===== config.mk =====
export PLATFORM = sky130hd
export DESIGN_NAME = alu_arbiter
export DESIGN_NICKNAME = d
export VERILOG_FILES = /design/src/rtl/alu_arbiter.sv
export SDC_FILE = /design/constraint.sdc
export NUM_CORES = 1
export LEC_CHECK = 0
export BUFFER_PORTS_ARGS = -buffer_cell sky130_fd_sc_hd__buf_2
export CAP_MARGIN = 20
export CORE_MARGIN = 5
export CORE_UTILIZATION = 45
export DETAILED_ROUTE_END_ITERATION = 6
export PLACE_DENSITY_LB_ADDON = 0.05
export SYNTH_ARGS = -nofsm -noshare
export SYNTH_HDL_FRONTEND = slang
export SYNTH_SLANG_ARGS = --single-unit

===== constraint.sdc =====
create_clock -name clk -period 2.5 [get_ports clk]
set_input_delay 0.25 -clock clk [delete_from_list [all_inputs] [get_ports clk]]
set_output_delay 0.25 -clock clk [all_outputs]
set_load 0.1 [all_outputs]

===== src/rtl/alu_arbiter.sv =====
// alu_arbiter: round-robin arbiter/sequencer sharing one 4-bit combinational ALU
// among NREQ requesters. The winner's opcode and operands are latched onto the
// ALU port for one cycle and the result is returned over a valid/ready channel
// together with the requester index.
//
// Ports
//   clk, rst_n          clock (rising edge), synchronous active-low reset
//   req[NREQ]           request bit per requester
//   req_oc/req_a/req_b  packed per-requester opcode (3b) / operand A, B (4b)
//   gnt[NREQ]           one-hot, single-cycle grant; operands consumed
//   alu_oc/alu_a/alu_b  registered drive to the shared ALU
//   alu_f               ALU result, combinational from alu_*
//   rsp_valid/rsp_ready response handshake
//   rsp_id/rsp_f/rsp_err requester index, result, divide-by-zero flag
//   busy                high whenever the sequencer is not idle
module alu_arbiter #(
  parameter int NREQ = 4,
  parameter int IDW  = 2
) (
  input  logic                clk,
  input  logic                rst_n,
  input  logic [NREQ-1:0]     req,
  input  logic [3*NREQ-1:0]   req_oc,
  input  logic [4*NREQ-1:0]   req_a,
  input  logic [4*NREQ-1:0]   req_b,
  output logic [NREQ-1:0]     gnt,
  output logic [2:0]          alu_oc,
  output logic [3:0]          alu_a,
  output logic [3:0]          alu_b,
  input  logic [3:0]          alu_f,
  output logic                rsp_valid,
  input  logic                rsp_ready,
  output logic [IDW-1:0]      rsp_id,
  output logic [3:0]          rsp_f,
  output logic                rsp_err,
  output logic                busy
);

  localparam logic [2:0] OC_DIV = 3'b011;

  typedef enum logic [1:0] {IDLE, EXEC, RESP} state_t;

  typedef struct packed {
    logic [IDW-1:0] id;
    logic [3:0]     f;
    logic           err;
  } rsp_t;

  state_t state, state_nxt;
  rsp_t   rsp_q;

  logic [NREQ-1:0][2:0] oc_v;
  logic [NREQ-1:0][3:0] a_v;
  logic [NREQ-1:0][3:0] b_v;

  logic [IDW-1:0] last;
  logic [IDW-1:0] win;
  logic           win_vld;
  logic           div0;

  // Flat port vectors reinterpreted as per-requester slices.
  assign oc_v = req_oc;
  assign a_v  = req_a;
  assign b_v  = req_b;

  // Round-robin search: first set bit starting just after the last winner.
  always_comb begin
    logic [IDW-1:0] idx;
    idx     = '0;
    win     = '0;
    win_vld = 1'b0;
    for (int k = 1; k <= NREQ; k++) begin
      idx = IDW'((int'(last) + k) % NREQ);
      if (!win_vld && req[idx]) begin
        win_vld = 1'b1;
        win     = idx;
      end
    end
  end

  assign div0 = (alu_oc == OC_DIV) && (alu_b == 4'h0);

  always_comb begin
    state_nxt = state;
    case (state)
      IDLE:    if (win_vld) state_nxt = EXEC;
      EXEC:    state_nxt = RESP;
      RESP:    if (rsp_ready) state_nxt = IDLE;
      default: state_nxt = IDLE;
    endcase
  end

  always_ff @(posedge clk) begin
    if (!rst_n) state <= IDLE;
    else        state <= state_nxt;
  end

  always_ff @(posedge clk) begin
    if (!rst_n) begin
      gnt       <= '0;
      alu_oc    <= '0;
      alu_a     <= '0;
      alu_b     <= '0;
      rsp_valid <= 1'b0;
      rsp_q     <= '0;
      busy      <= 1'b0;
      last      <= IDW'(NREQ - 1);
    end else begin
      gnt  <= '0;
      busy <= (state_nxt != IDLE);
      if (state == IDLE && win_vld) begin
        gnt    <= {{(NREQ-1){1'b0}}, 1'b1} << win;
        alu_oc <= oc_v[win];
        alu_a  <= a_v[win];
        alu_b  <= b_v[win];
        last   <= win;
      end
      if (state == EXEC) begin
        rsp_valid <= 1'b1;
        rsp_q.id  <= last;
        // Divide-by-zero is reported here; whatever the ALU produced is dropped.
        rsp_q.f   <= div0 ? 4'hF : alu_f;
        rsp_q.err <= div0;
      end
      if (state == RESP && rsp_ready) rsp_valid <= 1'b0;
    end
  end

  assign rsp_id  = rsp_q.id;
  assign rsp_f   = rsp_q.f;
  assign rsp_err = rsp_q.err;

endmodule


==> impl_metrics.ini, run 1 <==
[logic_synthesis]
synth_fa_ha_area_frac = 0
ys_seq_area_frac = 0.362
syn_nets = 213
synthXorXnorAreaFrac = 0
muxShareOfSynthArea = 0.0962
ys_ff_latch = 28
synthesis.instances = 158
synth_compound_area_frac = 0.269
yosys.cell_types.count = 48
avgSynthCellArea_um2 = 9.80
synth.largest_area_cell = dfxtp_1
synth_edf_count = 0
synth_top_area_frac = 0.362
synthesis.area_um2 = 1550
synth_area_leaders = dfxtp_1 (36%), nand3_1 (5.5%), mux2_4 (4.9%), o21ai_0 (3.6%), a211o_1 (3.4%)
ys.flop_type = dfxtp_1
synth-async-reset-ratio = 0
yosys_warnings = 0
synth_simple_gate_area_share = 0.241
synth_top_family_by_area = compound AO/OA/AOI/OAI gates

[global_routing]
use_met3 = 0.0373
grt_remaining_overflow = 0
grt_pass1_vias = 1598
top_usage_layer = met2
antenna_found_initial = 0
grt_use_met1 = 0.234
grt_pass1_wl_mm = 7.03
met2_usage = 0.360
grt_max_degree = 24
grt_use_total = 0.198

[worst_setup_path]
cp.required_ns = 2.74
max_stage_delay_ns = 0.44
worstPathArrival_ns = 2.39
crit_family = compound AO/OA/AOI/OAI gates
critical_path.max_fanout = 9
crit_type = reg2reg
path_cells = buf_4 -> a21boi_2 -> o21ba_2 -> nor2_2 -> mux2_1 -> a211o_1
path_buf_inv = 1
crit_slowest_cell = dfxtp_1
critPathLaunchType = register
cp-end-kind = register

[timing]
finalHoldViolCount = 0
maxSlewViolCount = 0
tns_ns = 0
layout_min_cycle_time_ns = 2.15
clock.fmax_mhz = 466
relSlewSlack = 0.536
finClkSkew_ns = 0.00185
rsz0062_at_grt = no
setup_viol = 0
timing.final.ws_setup_ns = 0.353
worst_pin_slew_ns = 0.690
period_share = 0.859

[cts]
htreeDepth = 1
clkTransAtPathRegs_ns = 0.15
clockBufferDepth = 2
cts_root_buffer = clkbuf_4
cts_resized = 0
numCtsBuffers = 3
clkSinkCount = 28
cts_setup_buffers = 0
clkLatencyLatePin_ns = 0.33
hold_buffers = 0
cts_tree = yes

[floorplanning]
top_level_ports = 79
die_area_um2 = 4710
dieWidth_um = 68.6
dieHeight_um = 68.6
initial_core_util = 0.464
fp-row-count = 21
core_area_um2 = 3340

[route]
drtIter0Drc = 91
drc = 0
vias = 1529
wl_mm = 4.45
drt-vias-per-instance = 5.44
antenna_left = 0
dr.pass1.iters = 4
post_drt_wl_per_cell_um = 15.8

[pwr]
ir_drop_v = 0.000530
leakage_nw = 1.00
cellPowerDensity_nw_per_um2 = 837

[flow_run]
drv_cap = 0

[final_layout]
diodes = 0
final_nets = 291
syn2layout_area_growth_pct = 30.6
drive_above_1_share = 0.460
fin_cells = 281
post-route-util = 0.606

[placement]
dp_slack_ns = 0.361
placement.io_buffers = 78
dp_hpwl_mm = 3.55
gp_congestion = 0.895
dp_cells = 277

[min_path]
worstHoldPathType = in2reg

[outcome]
status = finished, final reports clean
[path summary, 6_finish.rpt]
path                            cells after the start              startpoint                endpoint  slack [ns]
worst min register to register                      1  rsp_valid$_SDFFE_PP0P_  rsp_valid$_SDFFE_PP0P_        0.52
worst max register to register                      6    last[1]$_SDFFE_PN1P_  alu_oc[0]$_SDFFE_PN0P_        0.35
worst min-delay path                                2                alu_f[2]   rsp_f[2]$_SDFFE_PN0P_        0.17
worst max-delay path                                6    last[1]$_SDFFE_PN1P_  alu_oc[0]$_SDFFE_PN0P_        0.35
[cells in the final DEF (no fill, tap or decap), types with 3 or more instances in the layout]
master    instances
or4_1             3
clkbuf_4          3
nand3_1          17
a21oi_1           9
o221a_2           4
o21a_1            4
a211o_1           6
nor2_1            4
dfxtp_1          28
o21ai_0          11
buf_4             3
mux2_4            5
buf_2            78
nor2b_1           4
mux2i_1           4
nand2_1           7
and3_1            7
o2111a_1          4
[registers in the layout, summed over array words and instances, names as in the netlist, 2 cells and up]
name    count
alu_b       4
alu_a       4
last        2
alu_oc      3
rsp_f       4
gnt         4
rsp_id      2
state       2
[cell families after synthesis]
family | Yosys count
and+or+nand+nor | 61
AOI/OAI and AO/OA | 50
DFF | 28
muxes | 11
buffers and inverters | 8
[Yosys cell counts, types with 2 or more instances]
master	n
and3_1	7
nand3_1	17
or4_1	3
nor4_1	2
buf_6	2
mux2_4	5
o221a_2	4
o2111a_1	4
and2_1	2
a21oi_1	9
nand3b_1	2
nor2_1	4
dfxtp_1	28
a211o_1	6
o21a_1	4
nor2b_1	4
clkbuf_1	2
buf_2	3
nand2_1	7
o211a_1	2
o21ai_0	11
mux2i_1	4
[metrics by stage]
stage                     power, mW  hold slack [ns]  instance area, µm²
after CTS                      1.71            0.160                2020
after global routing           1.77            0.153                2020
final                          1.69            0.169                2020
after floorplan                1.24            0.430                1550
after detailed placement       1.41            0.490                1970
after global placement         1.39            0.475                1970
[final cells by class]
| cell class | count | area [µm²] |
|---|---|---|
| Tap cell | 46 | 57.6 |
| Fill cell | 304 | 1320 |
| Clock buffer | 3 | 22.5 |
| Sequential cell | 28 | 561 |
| Timing Repair Buffer | 81 | 413 |
| Clock inverter | 1 | 30.0 |
| Multi-Input combinational cell | 122 | 938 |
[report_power, final]
group | total (mW) | switching (mW) | internal, mW
clock network | 0.301 | 0.139 | 0.162
registers | 0.556 | 0.0451 | 0.511
logic | 0.836 | 0.617 | 0.219
total | 1.69 | 0.801 | 0.892
[metal layers]
metal,share of wire,up-vias
li1,-,765
met2,0.50,60
met1,0.42,702
met4,0.0036,0
met5,0,-
met3,0.077,2
Power figures use the tool's default switching activity.
==> inputs of run 2 (changes only) <==
--- a/config.mk
+++ b/config.mk
@@ -5,10 +5,11 @@
 export SDC_FILE = /design/constraint.sdc
 export NUM_CORES = 1
 export LEC_CHECK = 0
+export ABC_AREA = 1
 export BUFFER_PORTS_ARGS = -buffer_cell sky130_fd_sc_hd__buf_2
 export CAP_MARGIN = 20
 export CORE_MARGIN = 5
-export CORE_UTILIZATION = 45
+export CORE_UTILIZATION = 47
 export DETAILED_ROUTE_END_ITERATION = 6
 export PLACE_DENSITY_LB_ADDON = 0.05
 export SYNTH_ARGS = -nofsm -noshare
==> run 2 against run 1 <==
  * Clock power grew 21%
  * Critical path depth grew 5
  * Sequential share of layout area shrank 2.3 points
  * Critical path type unchanged
  * Area after synthesis grew 14%
  * Sequential power grew 23%
  * Cell count grew 35%
  * Die area grew 7.7%
  * Register-to-register slack lost 0.03 ns
  * Final area grew 8.9%
  * Wire length grew 4.7%
  * Utilization is essentially flat
  * Critical endpoint is now last[1]$_SDFFE_PN1P_
  * Highest routed layer unchanged
  * Synthesized cell count grew 63%
==> impl_metrics.ini, run 2 <==
[cts]
clkSinkCount = 28
cts_root_buffer = clkbuf_8
cts_setup_buffers = 0
clockBufferDepth = 2
htreeDepth = 1
numCtsBuffers = 3
clkTransAtPathRegs_ns = 0.10
clkLatencyLatePin_ns = 0.28
cts_resized = 0
cts_tree = yes

[route]
drt-vias-per-instance = 4.87
post_drt_wl_per_cell_um = 12.3
drtIter0Drc = 142
vias = 1845
drc = 0
wl_mm = 4.65
antenna_left = 0
dr.pass1.iters = 4

[pwr]
leakage_nw = 1.24
ir_drop_v = 0.000773
cellPowerDensity_nw_per_um2 = 1660

[floorplanning]
core_area_um2 = 3630
top_level_ports = 79
dieWidth_um = 71.2
dieHeight_um = 71.2
fp-row-count = 22
die_area_um2 = 5070
initial_core_util = 0.485

[logic_synthesis]
synthesis.area_um2 = 1760
synth_edf_count = 0
yosys_warnings = 0
synth_top_area_frac = 0.318
synth.largest_area_cell = dfxtp_1
ys_top_cells_by_count = nand2_1 (104), nand3_1 (32), dfxtp_1 (28), inv_1 (21), nand2_2 (11)
syn_nets = 313
ys_seq_area_frac = 0.318
synth_most_common_cell = nand2_1
synth-async-reset-ratio = 0
synthesis.instances = 258
ys.flop_type = dfxtp_1
ys_ff_latch = 28
yosys.cell_types.count = 30
synth_area_leaders = dfxtp_1 (32%), nand2_1 (22%), nand3_1 (9.1%), buf_6 (4.5%), inv_1 (4.5%)
avgSynthCellArea_um2 = 6.83

[placement]
dp_hpwl_mm = 3.47
dp_cells = 374
placement.io_buffers = 78
gp_congestion = 0.871
dp_slack_ns = 0.250

[final_layout]
diodes = 0
fin_cells = 379
syn2layout_area_growth_pct = 25.0
final_nets = 387
layout_commonest_cell = nand2_1
drive_above_1_share = 0.353
post-route-util = 0.606
final_cell_mix = nand2_1 (104), buf_2 (78), nand3_1 (32)

[global_routing]
top_usage_layer = met2
met2_usage = 0.289
use_met3 = 0.0323
grt_remaining_overflow = 0
grt_pass1_wl_mm = 7.53
grt_pass1_vias = 1762
grt_use_total = 0.176
grt_max_degree = 27
antenna_found_initial = 0
grt_use_met1 = 0.244

[timing]
clock.fmax_mhz = 459
relSlewSlack = 0.501
worst_pin_slew_ns = 0.746
rsz0062_at_grt = no
setup_viol = 0
finClkSkew_ns = 0.00184
finalHoldViolCount = 0
period_share = 0.872
maxSlewViolCount = 0
timing.final.ws_setup_ns = 0.319
layout_min_cycle_time_ns = 2.18
tns_ns = 0

[min_path]
min_from = rsp_ready
whs_path_depth = 2
worstHoldPathType = in2reg
whs_endpoint = rsp_valid$_SDFFE_PP0P_

[outcome]
status = finished, final reports clean

[worst_setup_path]
r2r-start = last[0]$_SDFFE_PN1P_
crit_slowest_cell = a31oi_4
cpMostUsedCell = nand2_1
r2r_slack_ns = 0.32
worstPathArrival_ns = 2.37
r2r_end = last[1]$_SDFFE_PN1P_
reg2reg_depth = 11
path_buf_inv = 2
crit_family = simple AND/OR/NAND/NOR gates
path_cells = inv_2 -> nand2_1 -> nand2_1 -> nand2_2 -> nand2_2 -> nor2_4 -> nand3_2 -> a31oi_4 -> nand2_1 -> nand2_1 -> inv_1
cp-end-kind = register
critPathLaunchType = register
cp.required_ns = 2.69
crit_type = reg2reg
max_stage_delay_ns = 0.50
critical_path.max_fanout = 13

[flow_run]
drv_cap = 0
-- run 2: worst reg2reg max path, cell delays in order, from the launching register on --
cell and delay, ns:
dfxtp_1 0.47, inv_2 0.17, nand2_1 0.09, nand2_1 0.07, nand2_2 0.08, nand2_2 0.08, nor2_4 0.10, nand3_2 0.29
a31oi_4 0.50, nand2_1 0.10, nand2_1 0.09, inv_1 0.04
-- run 2: logic make-up after synthesis --
kind of cell / count (synthesis) / synth area share
AO/OA/AOI/OAI: 18 / 0.0831
AND/OR/NAND/NOR: 173 / 0.480
buffers and inverters: 39 / 0.119
flip-flops: 28 / 0.318
-- run 2: repair_timing --
action	4_1_cts	5_1_grt
endpoints found under the hold margin	0	0
hold buffers	0	0
endpoints found under the setup margin	0	9
-- run 2: per-stage QoR --
stage | area (µm²) | hold WS (ns) | power, mW
3_3_place_gp | 2120 | 0.441 | 3.24
5_1_grt | 2200 | 0.190 | 3.92
6_report | 2200 | 0.173 | 3.65
2_1_floorplan | 1760 | 0.361 | 2.98
4_1_cts | 2190 | 0.175 | 3.63
3_5_place_dp | 2120 | 0.440 | 3.26
-- run 2: final cells by class --
class                      instances  area (µm²)
fill                             376        1430
multi-input combinational        192        1000
sequential                        28         561
timing repair buffer              79         398
inverter                          28         110
tap                               48        60.1
clock buffer                       3        41.3
clock inverter                     1        30.0
-- run 2: worst max-delay path by stage --
stage	startpoint	endpoint	slack, ns	depth (start not counted)
after detailed placement	last[0]$_SDFFE_PN1P_	alu_b[3]$_SDFFE_PN0P_	0.25	13
after global routing	last[0]$_SDFFE_PN1P_	alu_b[3]$_SDFFE_PN0P_	0.08	13
after floorplan	last[0]$_SDFFE_PN1P_	last[1]$_SDFFE_PN1P_	0.74	17
after CTS	last[0]$_SDFFE_PN1P_	alu_oc[0]$_SDFFE_PN0P_	0.23	13
final	last[0]$_SDFFE_PN1P_	last[1]$_SDFFE_PN1P_	0.32	11
after global placement	last[0]$_SDFFE_PN1P_	alu_b[3]$_SDFFE_PN0P_	0.34	13
-- run 2: power by group --
group          switching [mW]  internal [mW]
clock network           0.149          0.214
registers              0.0863          0.595
logic                    2.01          0.598
total                    2.25           1.41
-- run 2: routing by layer --
metal | up-vias | wire length, µm
met5 | - | 0
met4 | 0 | 49
met3 | 8 | 427
met2 | 88 | 2060
met1 | 778 | 2110
li1 | 971 | -
==> inputs of run 3 (changes only) <==
--- a/config.mk
+++ b/config.mk
@@ -8,8 +8,10 @@
 export ABC_AREA = 1
 export BUFFER_PORTS_ARGS = -buffer_cell sky130_fd_sc_hd__buf_2
 export CAP_MARGIN = 20
+export CELL_PAD_IN_SITES_DETAIL_PLACEMENT = 0
+export CELL_PAD_IN_SITES_GLOBAL_PLACEMENT = 1
 export CORE_MARGIN = 5
-export CORE_UTILIZATION = 47
+export CORE_UTILIZATION = 32
 export DETAILED_ROUTE_END_ITERATION = 6
 export PLACE_DENSITY_LB_ADDON = 0.05
 export SYNTH_ARGS = -nofsm -noshare
==> constraint.sdc (replaced) <==
create_clock -name clk -period 2.4 [get_ports clk]
set_input_delay 0.24 -clock clk [delete_from_list [all_inputs] [get_ports clk]]
set_output_delay 0.24 -clock clk [all_outputs]
set_load 0.1 [all_outputs]
==> run 3 against run 2 <==
  * Worst hold slack worse by 0.016 ns
  * Combinational power is 8.4% higher
  * First-iteration DRC count is 68% lower
  * Utilization is 19 points lower
  * Sequential cell count stayed put
  * Via count is 0.60% lower
  * Clock power is 5% higher
  * Wire length is 7.3% higher
  * Sequential power is 4.0% higher
  * Non-clock buffer count is 5 higher
  * Sequential share of layout area is 0.78 points lower
  * Critical path type unchanged
  * Critical endpoint is now alu_b[1]$_SDFFE_PN0P_
==> impl_metrics.ini, run 3 (synthesis gave the netlist of run 2 again) <==
[outcome]
status = finished, final reports clean

[global_routing]
grt_use_total = 0.144
grt_pass1_vias = 1859
grt_max_degree = 19
antenna_found_initial = 0
grt_pass1_wl_mm = 8.42
grt_remaining_overflow = 0

[worst_setup_path]
path_cells = inv_2 -> nand2_1 -> nand2_1 -> nand2_1 -> nand2_2 -> o21ai_1 -> nand2_1 -> a21oi_4 -> buf_4 -> nand3_1 -> nand3_1
max_stage_delay_ns = 0.44
worstPathArrival_ns = 2.23
cp.required_ns = 2.63
critPathLaunchType = register
cpMostUsedCell = nand2_1
crit_slowest_cell = dfxtp_1
critical_path.max_fanout = 11
crit_family = simple AND/OR/NAND/NOR gates
cp-end-kind = register
path_buf_inv = 2
crit_type = reg2reg

[final_layout]
layout_commonest_cell = nand2_1
drive_above_1_share = 0.361
syn2layout_area_growth_pct = 29.0
diodes = 0
design_area_um2 = 2270
final_cell_mix = nand2_1 (104), buf_2 (78), nand3_1 (32)
final_nets = 391
fin_cells = 407

[cts]
htreeDepth = 1
cts_setup_buffers = 0
clkSinkCount = 28
cts_tree = yes
cts_resized = 0
clkTransAtPathRegs_ns = 0.10
clkLatencyLatePin_ns = 0.28
hold_buffers = 0
clockBufferDepth = 2
numCtsBuffers = 3
cts_root_buffer = clkbuf_8

[pwr]
power_mw = 3.92
ir_drop_v = 0.000872
cellPowerDensity_nw_per_um2 = 1730
leakage_nw = 1.26

[timing]
finClkSkew_ns = 0.00353
worst_pin_slew_ns = 0.718
tns_ns = 0
period_share = 0.833
clock.fmax_mhz = 500
setup_viol = 0
finalHoldViolCount = 0
relSlewSlack = 0.519
layout_min_cycle_time_ns = 2.00
rsz0062_at_grt = no
maxSlewViolCount = 0

[floorplanning]
dieWidth_um = 84.2
dieHeight_um = 84.2
die_area_um2 = 7090
core_area_um2 = 5440
fp-row-count = 27
initial_core_util = 0.324
top_level_ports = 79

[route]
vias = 1834
drt-vias-per-instance = 4.51
drtIter0Drc = 46
dr.pass1.iters = 4
drc = 0
post_drt_wl_per_cell_um = 12.3
antenna_left = 0
wl_mm = 4.99

[min_path]
worstHoldPathType = in2reg

[flow_run]
drv_cap = 0

[placement]
dp_cells = 403
placement.io_buffers = 78
place_area_um2 = 2200
gp_congestion = 0.812
dp_hpwl_mm = 3.98
-- run 3: changes by cell type in the layout (fill, tap and decap cells not counted) --
cell | before | now
buf_12 | 0 | 1
buf_4 | 1 | 5
nand3_2 | 2 | 1
-- run 3: path summary, 6_finish.rpt --
path                         startpoint                endpoint  slack, ns  cells past startpoint
setup / recovery   last[0]$_SDFFE_PN1P_   alu_b[1]$_SDFFE_PN0P_       0.40                     11
hold reg to reg   alu_a[1]$_SDFFE_PN0P_   alu_a[1]$_SDFFE_PN0P_       0.46                      2
setup reg to reg   last[0]$_SDFFE_PN1P_   alu_b[1]$_SDFFE_PN0P_       0.40                     11
hold / removal                rsp_ready  rsp_valid$_SDFFE_PP0P_       0.16                      2
-- run 3: where the power goes --
part | switching, mW | internal (mW)
Clock | 0.156 | 0.224
Combinational | 2.11 | 0.717
Sequential | 0.0883 | 0.621
Total | 2.36 | 1.56
-- run 3: area by class of cell --
type | count | area (µm²)
Fill cell | 605 | 3170
Multi-Input combinational cell | 191 | 992
Sequential cell | 28 | 561
Timing Repair Buffer | 84 | 448
Inverter | 28 | 110
Tap cell | 72 | 90.1
Clock buffer | 3 | 41.3
Clock inverter | 1 | 30.0
-- run 3: per-layer routing --
metal | GRT usage | share of wire | vias up | routed length [µm]
met5 | 0 | 0 | - | 0
met1 | 0.197 | 0.49 | 792 | 2430
met3 | 0.0343 | 0.070 | 4 | 352
li1 | - | - | 982 | -
met2 | 0.225 | 0.43 | 56 | 2170
met4 | 0.0395 | 0.0080 | 0 | 40
-- run 3: through the flow --
stage / hold slack [ns] / worst slack [ns] / util
floorplan: 0.351 / 0.635 / -
global placement: 0.435 / 0.392 / 0.405
detailed placement: 0.438 / 0.383 / 0.405
CTS: 0.150 / 0.368 / 0.418
global route: 0.179 / 0.198 / 0.418
finish: 0.157 / 0.400 / 0.418
